`config.mk`:
```
export PLATFORM = sky130hd
export DESIGN_NAME = dht11_emulador
export DESIGN_NICKNAME = d
export VERILOG_FILES = /design/src/rtl/dht11_emulador.sv
export SDC_FILE = /design/constraint.sdc
export NUM_CORES = 1
export LEC_CHECK = 0
export ABC_AREA = 0
export CORE_MARGIN = 1.5
export CORE_UTILIZATION = 59
export DETAILED_ROUTE_END_ITERATION = 16
export HOLD_SLACK_MARGIN = 0.1
export PLACE_DENSITY_LB_ADDON = 0.3
export SYNTH_ARGS = -nofsm -noshare
export SYNTH_HDL_FRONTEND = slang
export SYNTH_SLANG_ARGS = --single-unit
```
`constraint.sdc`:
```
create_clock -name clock -period 4 [get_ports clock]
set_input_delay 0.8 -clock clock [delete_from_list [all_inputs] [get_ports clock]]
set_output_delay 0.8 -clock clock [all_outputs]
set_load 0.01 [all_outputs]
```
`src/rtl/dht11_emulador.sv`:
```
// ---------------------------------------------------------------------------
// dht11_emulador
// Sensor-side emulation of the DHT11 single-wire protocol. Waits for the host
// start pulse (a long low on the bus), then answers with the response
// preamble and a 40-bit frame: umid_int, umid_dec, temp_int, temp_dec and a
// checksum. Open-drain: the bus arrives as a sampled level (dht_in) and this
// block only asks for the bus to be pulled low (dht_oe); the inout is built at
// the top level.
//
// Ports
//   clock             in   system clock
//   reset             in   asynchronous, active-low reset
//   habilita          in   1 = answer the bus, 0 = idle with the bus released
//   dht_in            in   sampled bus level (asynchronous, pulled up)
//   dht_oe            out  1 = pull bus low, 0 = release
//   umidade_int/dec   in   humidity bytes
//   temperatura_int/dec in temperature bytes
//   corrompe_checksum in   1 = transmitted checksum XOR 8'h01
//   ocupado           out  1 outside IDLE and HOST_LOW
//   pronto            out  one-cycle pulse at the end of a complete frame
//   db_estado         out  current state code
// ---------------------------------------------------------------------------
module dht11_emulador #(
  parameter int unsigned CICLOS_US      = 50,
  parameter int unsigned T_START_MIN_US = 18000,
  parameter int unsigned T_RESP_WAIT_US = 30,
  parameter int unsigned T_RESP_LOW_US  = 80,
  parameter int unsigned T_RESP_HIGH_US = 80,
  parameter int unsigned T_BIT_LOW_US   = 50,
  parameter int unsigned T_BIT0_HIGH_US = 27,
  parameter int unsigned T_BIT1_HIGH_US = 70
) (
  input  logic       clock,
  input  logic       reset,
  input  logic       habilita,
  input  logic       dht_in,
  output logic       dht_oe,
  input  logic [7:0] umidade_int,
  input  logic [7:0] umidade_dec,
  input  logic [7:0] temperatura_int,
  input  logic [7:0] temperatura_dec,
  input  logic       corrompe_checksum,
  output logic       ocupado,
  output logic       pronto,
  output logic [3:0] db_estado
);

  // Phase lengths in clock cycles.
  localparam logic [23:0] L_START     = 24'(T_START_MIN_US * CICLOS_US);
  localparam logic [23:0] L_RESP_WAIT = 24'(T_RESP_WAIT_US * CICLOS_US);
  localparam logic [23:0] L_RESP_LOW  = 24'(T_RESP_LOW_US  * CICLOS_US);
  localparam logic [23:0] L_RESP_HIGH = 24'(T_RESP_HIGH_US * CICLOS_US);
  localparam logic [23:0] L_BIT_LOW   = 24'(T_BIT_LOW_US   * CICLOS_US);
  localparam logic [23:0] L_BIT0_HIGH = 24'(T_BIT0_HIGH_US * CICLOS_US);
  localparam logic [23:0] L_BIT1_HIGH = 24'(T_BIT1_HIGH_US * CICLOS_US);

  typedef enum logic [3:0] {
    IDLE      = 4'd0,
    HOST_LOW  = 4'd1,
    RESP_WAIT = 4'd2,
    RESP_LOW  = 4'd3,
    RESP_HIGH = 4'd4,
    BIT_LOW   = 4'd5,
    BIT_HIGH  = 4'd6,
    FIM_LOW   = 4'd7,
    FIM       = 4'd8
  } estado_t;

  // Frame checksum: low byte of the 4-byte sum, optionally corrupted.
  function automatic logic [7:0] soma_verif(input logic [7:0] a, input logic [7:0] b,
                                            input logic [7:0] c, input logic [7:0] d,
                                            input logic corrompe);
    logic [9:0] soma;
    soma = {2'b00, a} + {2'b00, b} + {2'b00, c} + {2'b00, d};
    return soma[7:0] ^ {7'b0000000, corrompe};
  endfunction

  // States in which the emulator pulls the bus low.
  function automatic logic oe_de(input estado_t s);
    logic oe;
    case (s)
      RESP_LOW, BIT_LOW, FIM_LOW: oe = 1'b1;
      default:                    oe = 1'b0;
    endcase
    return oe;
  endfunction

  logic        sinc1_q, sinc2_q;
  estado_t     estado_q, estado_d;
  logic [23:0] cont_q, cont_d;
  logic [39:0] quadro_q, quadro_d;
  logic [5:0]  nbits_q, nbits_d;
  logic        dht_oe_q, ocupado_q, pronto_q;
  logic [3:0]  db_estado_q;

  logic        bus_s;
  logic [23:0] limite_s;
  logic [23:0] cont_inc_s;
  logic        fim_fase_s;

  // Two-stage synchronizer for the asynchronous bus level; idles high like the pulled-up bus.
  always_ff @(posedge clock or negedge reset) begin
    if (!reset) begin
      sinc1_q <= 1'b1;
      sinc2_q <= 1'b1;
    end else begin
      sinc1_q <= dht_in;
      sinc2_q <= sinc1_q;
    end
  end

  assign bus_s = sinc2_q;

  // Length of the current timed phase; bit-high length follows the bit being sent.
  always_comb begin
    limite_s = 24'd0;
    case (estado_q)
      RESP_WAIT: limite_s = L_RESP_WAIT;
      RESP_LOW:  limite_s = L_RESP_LOW;
      RESP_HIGH: limite_s = L_RESP_HIGH;
      BIT_LOW:   limite_s = L_BIT_LOW;
      BIT_HIGH:  limite_s = quadro_q[39] ? L_BIT1_HIGH : L_BIT0_HIGH;
      FIM_LOW:   limite_s = L_BIT_LOW;
      default:   limite_s = 24'd0;
    endcase
  end

  // Saturating increment and terminal-count detect for the phase counter.
  always_comb begin
    cont_inc_s = (cont_q == 24'hFF_FFFF) ? cont_q : (cont_q + 24'd1);
    fim_fase_s = (cont_q == (limite_s - 24'd1));
  end

  // Next-state logic: enable drop wins over everything and discards the frame.
  always_comb begin
    estado_d = estado_q;
    cont_d   = cont_q;
    quadro_d = quadro_q;
    nbits_d  = nbits_q;
    if (!habilita) begin
      estado_d = IDLE;
      cont_d   = 24'd0;
      nbits_d  = 6'd0;
    end else begin
      case (estado_q)
        IDLE: begin
          cont_d = 24'd0;
          if (!bus_s) begin
            estado_d = HOST_LOW;
          end else begin
            estado_d = IDLE;
          end
        end
        HOST_LOW: begin
          if (bus_s) begin
            cont_d = 24'd0;
            if (cont_q >= L_START) begin
              // Data is frozen here; later input changes do not reach the frame.
              quadro_d = {umidade_int, umidade_dec, temperatura_int, temperatura_dec,
                          soma_verif(umidade_int, umidade_dec, temperatura_int,
                                     temperatura_dec, corrompe_checksum)};
              nbits_d  = 6'd0;
              estado_d = RESP_WAIT;
            end else begin
              estado_d = IDLE;
            end
          end else begin
            cont_d = cont_inc_s;
          end
        end
        RESP_WAIT, RESP_LOW, RESP_HIGH, BIT_LOW, FIM_LOW: begin
          if (fim_fase_s) begin
            cont_d = 24'd0;
            case (estado_q)
              RESP_WAIT: estado_d = RESP_LOW;
              RESP_LOW:  estado_d = RESP_HIGH;
              RESP_HIGH: estado_d = BIT_LOW;
              BIT_LOW:   estado_d = BIT_HIGH;
              FIM_LOW:   estado_d = FIM;
              default:   estado_d = IDLE;
            endcase
          end else begin
            cont_d = cont_inc_s;
          end
        end
        BIT_HIGH: begin
          if (fim_fase_s) begin
            cont_d   = 24'd0;
            quadro_d = {quadro_q[38:0], 1'b0};
            nbits_d  = nbits_q + 6'd1;
            if (nbits_q == 6'd39) begin
              estado_d = FIM_LOW;
            end else begin
              estado_d = BIT_LOW;
            end
          end else begin
            cont_d = cont_inc_s;
          end
        end
        FIM: begin
          // A bus still low here is picked up by IDLE as a fresh start, counting from zero.
          cont_d   = 24'd0;
          estado_d = IDLE;
        end
        default: begin
          cont_d   = 24'd0;
          estado_d = IDLE;
        end
      endcase
    end
  end

  // State, counter and frame registers.
  always_ff @(posedge clock or negedge reset) begin
    if (!reset) begin
      estado_q <= IDLE;
      cont_q   <= 24'd0;
      quadro_q <= 40'd0;
      nbits_q  <= 6'd0;
    end else begin
      estado_q <= estado_d;
      cont_q   <= cont_d;
      quadro_q <= quadro_d;
      nbits_q  <= nbits_d;
    end
  end

  // Outputs registered from the next state so they line up with estado_q.
  always_ff @(posedge clock or negedge reset) begin
    if (!reset) begin
      dht_oe_q    <= 1'b0;
      ocupado_q   <= 1'b0;
      pronto_q    <= 1'b0;
      db_estado_q <= 4'd0;
    end else begin
      dht_oe_q    <= oe_de(estado_d);
      ocupado_q   <= (estado_d != IDLE) && (estado_d != HOST_LOW);
      pronto_q    <= (estado_d == FIM);
      db_estado_q <= estado_d;
    end
  end

  assign dht_oe    = dht_oe_q;
  assign ocupado   = ocupado_q;
  assign pronto    = pronto_q;
  assign db_estado = db_estado_q;

endmodule
```
# --- Word-level counts from Yosys, hierarchy flattened ---
# Index checks and enable logic that the tools add are counted.
word_totals:
  reg_bits: 79
  inputBits: 37
  output_inout_bits: 7
  word_cells: 76
classes:
  addsub: 6
  order_cmp: 1
  n_eq_ne: 22
  mux: 26
  bitwise_logic: 1
  reduce_logical: 11
ops:
  columns: ["operator", "n"]
  rows:
  - ["40-bit 2-to-1 mux", 3]
  - ["24-bit 2-to-1 mux", 4]
  - ["40-bit one-hot mux with 2 select lines", 1]
  - ["12-bit one-hot mux with 4 select lines", 1]
  - ["24-bit one-hot mux with 2 select lines", 1]
  - ["24-bit by 1-bit adder with 24-bit output (second input constant)", 1]
  - ["8-bit adder", 3]
  - ["24-bit == test", 1]
  - ["24-bit == test (second input constant)", 1]
  - ["4-bit by 3-bit == test with 1-bit output (second input constant)", 6]
  - ["24-bit by 20-bit greater-or-equal comparator with 1-bit output (second input constant)", 1]
  - ["6-bit 2-to-1 mux", 4]
  - ["24-bit by 1-bit subtractor with 24-bit output (second input constant)", 1]
  - ["4-bit one-hot mux with 5 select lines", 1]
  - ["4-bit 2-to-1 mux", 4]
  - ["4-bit one-hot mux with 4 select lines", 1]
  - ["4-bit by 2-bit == test with 1-bit output (second input constant)", 3]
  - ["12-bit 2-to-1 mux", 1]
  - ["6-bit one-hot mux with 2 select lines", 1]
  - ["3-bit != test (second input constant)", 3]
  - ["8-bit by 1-bit XOR with 8-bit output", 1]
  - ["6-bit by 1-bit adder with 6-bit output (second input constant)", 1]
  - ["6-bit == test (second input constant)", 1]
  - ["2-bit != test (second input constant)", 3]
  - ["16 further kinds", 19]

# --- Depth between registers and ports, before layout ---
logic_depth:
  ltp_word: 11
  mapped_depth: 16
  depth_no_buf: 13

# --- Worst setup path after synthesis ---
# OpenSTA, ideal clock, no wires.
synth_path:
  path_kind: "input-to-reg"
  startpoint: "input port umidade_int[1]"
  endpoint: "register quadro_q[7]"
  setup_time_ps: 125
  t_arrival_ps: 3294
  t_required_ps: 3875
  path_slack_ps: 581
  path_stages: 13
  n_path_buf: 0
  cell_sequence: "fa_1 > fa_1 > ha_1 > inv_1 > fa_1 > nor2b_1 > o21ai_0 > nand2b_1 > a21o_1 > a21oi_1 > xnor2_1 > o21ai_0 > mux2_4"
synth_via:
  elab_chain_len: 7
synth_rtl:
  columns: ["item", "line", "rtl"]
  rows:
  - ["from (decl)", "38", "input logic [7:0] umidade_int,"]
  - ["8-bit adder (3 in series)", "74", "soma = {2'b00, a} + {2'b00, b} + {2'b00, c} + {2'b00, d};"]
  - ["8-bit by 1-bit XOR with 8-bit output", "75", "return soma[7:0] ^ {7'b0000000, corrompe};"]
  - ["40-bit 2-to-1 mux", "157", "if (cont_q >= L_START) begin"]
  - ["40-bit 2-to-1 mux", "155", "if (bus_s) begin"]
  - ["40-bit one-hot mux with 2 select lines", "145", "case (estado_q)"]
  - ["to (signal assigned)", "223", "quadro_q <= quadro_d;"]
  - ["to (decl)", "91", "logic [39:0] quadro_q, quadro_d;"]
# No other way between the ends. The select of a mux whose other input is x is not followed.
# A chain may end at the register's enable or synchronous reset.

# --- Worst setup path after layout ---
# Same ends and word-level chain as after synthesis.

==> metrics.md <==
| Metric | Value |
|---|---|
| Worst Setup SP | umidade_int[1] |
| Hold wc startpoint | sinc1_q |
| Routed Wire Length | 12.1 mm |
| PD cells | 299 mW/mm^2 |
| Critical path type | input pin to register |
| CP top delay family | adder cells |
| Post-Layout Cell Count | 712 |
| Synth Warn # | 0 |
| Die ar. | 0.00969 mm^2 |
| H-tree levels | 3 |
| Final Cell Area | 0.00610 mm^2 |
| Post-synth net total | 624 |
| Peak VDD IR | 0.155 mV |
| # hold bufs at CTS | 0 |
| Compound-Gate Fraction of Synth Area | 0.0987 |
| Clock skew | 0.00891 ns |
| Comb pwr share | 0.186 |
| Worst path bufs/invs | 2 |
| Fraction of layout cells with a size suffix above 1 | 0.141 |
| Top-count cell post-synth | nand2_1 |
| Worst r2r src | db_estado[0] |
| Synth Register Bits | 79 |
| Clock net sink count | 79 |
| Post-synthesis simple-gate area fraction | 0.242 |
| Fin nets | 662 |
| Fillers | 655 |
| Antenna violations before repair | 0 |
| Highest clock rate | 0.265 GHz |
| Site Rows | 34 |
| Cell Int Power | 0.00135 W |
| Core area | 0.00876 mm^2 |
| Total GRT Usage | 0.262 |
| First-pass GRT wire length | 20.5 mm |
| Hold_ws | 0.372 ns |
| Status | finished, final reports clean |
| I/O pins | 44 |
| Largest family of logic cells by synthesized area | simple AND/OR/NAND/NOR gates |
| Crit Path Max Fanout | 2 |
| Max-cap violations | 0 |
| Crit path cell chain | clkdlybuf4s50_1, fa_1, fa_1, ha_1, inv_1, fa_1, nor2b_1, o21ai_0, nand2b_1, a21o_1, a21oi_1, xnor2_1, o21ai_0, mux2_4 |
| Worst-margin pin slew | 0.980 ns |
| Initial drt markers | 181 |
| HP Class | register to register |
| Sw Ratio | 0.260 |
| Die Span X | 98.4 um |
| Levels on crit path | 14 |
| Total number of vias | 4205 |
| Largest area contributor in the netlist | dfrtp_1 |
| Number of global-route vias before repair | 4117 |
| Post-CTS setup buffer count | 0 |
| Max-slew headroom | 0.347 |
| Syn-to-layout area delta | 13.5% |
| # DRC | 0 |
| Crit. End Element | register |
| CTS Root Cell | clkbuf_8 |
| Setup crit end | quadro_q[7] |
| Area of the multi-input gates | 0.00320 mm^2 |
| Ant diodes | 0 |
| CTS tree | built |
| Ranking of synthesized cells by area | dfrtp_1 (36%), mux2_4 (11%), nand2_1 (8.7%) |
| # setup viols final | 0 |
| Number of flops mapped to enable cells by yosys | 0 |
| Avg Cell Area, Syn | 9.56 um^2 |
| Flop2flop setup slack | 0.44 ns |
| Hold Vio Cnt, Final | 0 |
| Worst skew pair latency | 0.35 ns |
| Placed cell count | 697 |
| Die height | 98.4 um |
| Post-synth cell types | 68 |
| Min Tclk post-route | 3.77 ns |
| Switching power total | 0.000473 W |
| Most used DFF post-synth | dfrtp_1 |
| CTS resizes | 0 |
| DP Area | 0.00589 mm^2 |
| Post-Synthesis Cells | 562 |
| Worst Path Required | 4.24 ns |
| R2r endpoint | quadro_q[28] |
| Largest net degree at the start of global routing | 80 |
| Sequential power share | 0.460 |
| TritonRoute pass-1 iters | 5 |
| Mux cell area share after synthesis | 0.117 |
| Top-area cell type share of the netlist area | 0.359 |
| CTS Buf Count | 9 |
| Post-Synth XOR/XNOR Area | 0.0587 |
| Clock power share | 0.354 |
| Port bufs | 43 |
| Reg area | 0.00198 mm^2 |
| Crit path DAT | 4.01 ns |
| Initial Util | 0.613 |
| Synth Area in Adders | 0.0778 |
| Detailed placement HPWL | 8.44 mm |
| Async set or reset register ratio after synthesis | 1.00 |
| Post-Syn Area | 0.00537 mm^2 |
| Vias per cell | 5.91 |
| CP most frequent cell | fa_1 |
| Clock slew at reported path FFs | 0.08 ns |
| Final worst path period share | 0.943 |
| Most instantiated cells after synthesis | nand2_1 (124), dfrtp_1 (77), nor2_1 (49) |
| Worst R2R Path Depth | 13 |
| Crit-path slowest cell | fa_1 |
| Peak per-stage delay on the critical path | 0.52 ns |
| Maximum root-to-sink buffer count | 2 |
| Unrepaired setup endpoints after global routing | false |
| Grt total ovfl | 0 |
| Drt wl/cell | 17.0 um |
| Worst setup SP type | input pin |
| Slew Limit Fails | 0 |
| Gpl congestion | 0.932 |
| Post-DRT Antenna Nets | 0 |
| Seq/Total Area, Yosys | 0.368 |
| Static leakage | 2.61 nW |
==> layer usage <==
layer | track usage | share of wire
met5 | 0 | 0
met4 | 0.0650 | 0.019
met3 | 0.0546 | 0.048
met2 | 0.407 | 0.47
met1 | 0.378 | 0.46
==> sequential cells by signal, summed over array words and instances (netlist names) <==
| name | cells |
|---|---|
| pronto | 1 |
| dht_oe | 1 |
| bus_s | 1 |
| ocupado | 1 |
| sinc1_q | 1 |
| nbits_q | 6 |
| db_estado | 4 |
| quadro_q | 40 |
| cont_q | 24 |
==> logic make-up (layout without fill, tap and decap cells) <==
kind of cell / Yosys count / in the layout
flops: 79 / 79
compound gates: 72 / 72
fa+ha+maj: 25 / 25
simple gates: 267 / 267
mux: 43 / 43
buf+inv: 40 / 82
xor+xnor: 36 / 36
==> stage by stage <==
step                utilization  setup TNS, ns  power, W  worst slack, ns
finish                    0.696              0   0.00182            0.229
global route              0.696              0   0.00191           0.0900
CTS                       0.696              0   0.00184            0.225
detailed placement        0.672         -0.153   0.00119           -0.134
global placement          0.672       -0.00485   0.00118         -0.00485
floorplan                     -              0   0.00107            0.581
==> worst register-to-register path: stages, from the launching register on <==
cell      delay (ns)
dfrtp_1         0.49
nand2b_1        0.24
nor2_2          0.15
nand2_1         0.07
ha_1            0.30
inv_1           0.20
nand2_1         0.07
o311ai_0        0.44
o211ai_1        0.27
nor2_1          0.24
a21oi_4         0.13
nor3_4          0.17
buf_12          0.32
mux2_4          0.36
==> cells in the final DEF (no fill, tap or decap), types with 3 or more instances in the layout <==
cell / netlist / routed
nor3_1: 11 / 11
or4_1: 3 / 3
nor4b_1: 4 / 4
and3_1: 8 / 8
nand4_1: 7 / 7
and2_1: 5 / 5
a21oi_1: 14 / 14
a21o_1: 6 / 6
a211oi_1: 4 / 4
nand3_1: 17 / 17
dfrtp_1: 77 / 77
nand2b_1: 7 / 7
o311ai_0: 3 / 3
buf_4: 2 / 11
o21ai_0: 15 / 15
xnor2_1: 23 / 23
nor2_1: 49 / 48
mux2_4: 39 / 39
clkbuf_8: 0 / 9
xor2_1: 13 / 13
clkdlybuf4s50_1: 0 / 42
o31ai_1: 3 / 3
nor2b_1: 3 / 3
ha_1: 11 / 11
nand2_1: 124 / 124
inv_1: 12 / 12
o211ai_1: 6 / 6
mux2i_1: 3 / 3
or3_1: 5 / 5
nor4_1: 5 / 5
fa_1: 14 / 14
and4_1: 3 / 3
==> power by group through the flow <==
stage | Clock (W) | Sequential, W | Combinational (W)
final | 0.000644 | 0.000839 | 0.000340
after CTS | 0.000663 | 0.000839 | 0.000342
after global routing | 0.000692 | 0.000842 | 0.000377
after floorplan | 0 | 0.000849 | 0.000218
after global placement | 0 | 0.000853 | 0.000323
after detailed placement | 0 | 0.000853 | 0.000337
==> layout make-up <==
| type | instances | share of cell area |
|---|---|---|
| multi-input combinational | 443 | 0.525 |
| tap | 108 | 0.0222 |
| timing repair buffer | 54 | 0.0858 |
| inverter | 13 | 0.00800 |
| clock inverter | 6 | 0.0142 |
| sequential | 79 | 0.325 |
| clock buffer | 9 | 0.0203 |
==> worst min path at each step <==
stage	cells past startpoint	slack, ns	endpoint
2_1_floorplan	0	0.35	bus_s
3_3_place_gp	0	0.35	bus_s
3_5_place_dp	0	0.35	bus_s
4_1_cts	0	0.37	bus_s
5_1_grt	0	0.37	bus_s
6_report	0	0.37	bus_s
Note: power is estimated with default switching activity, not from simulation.
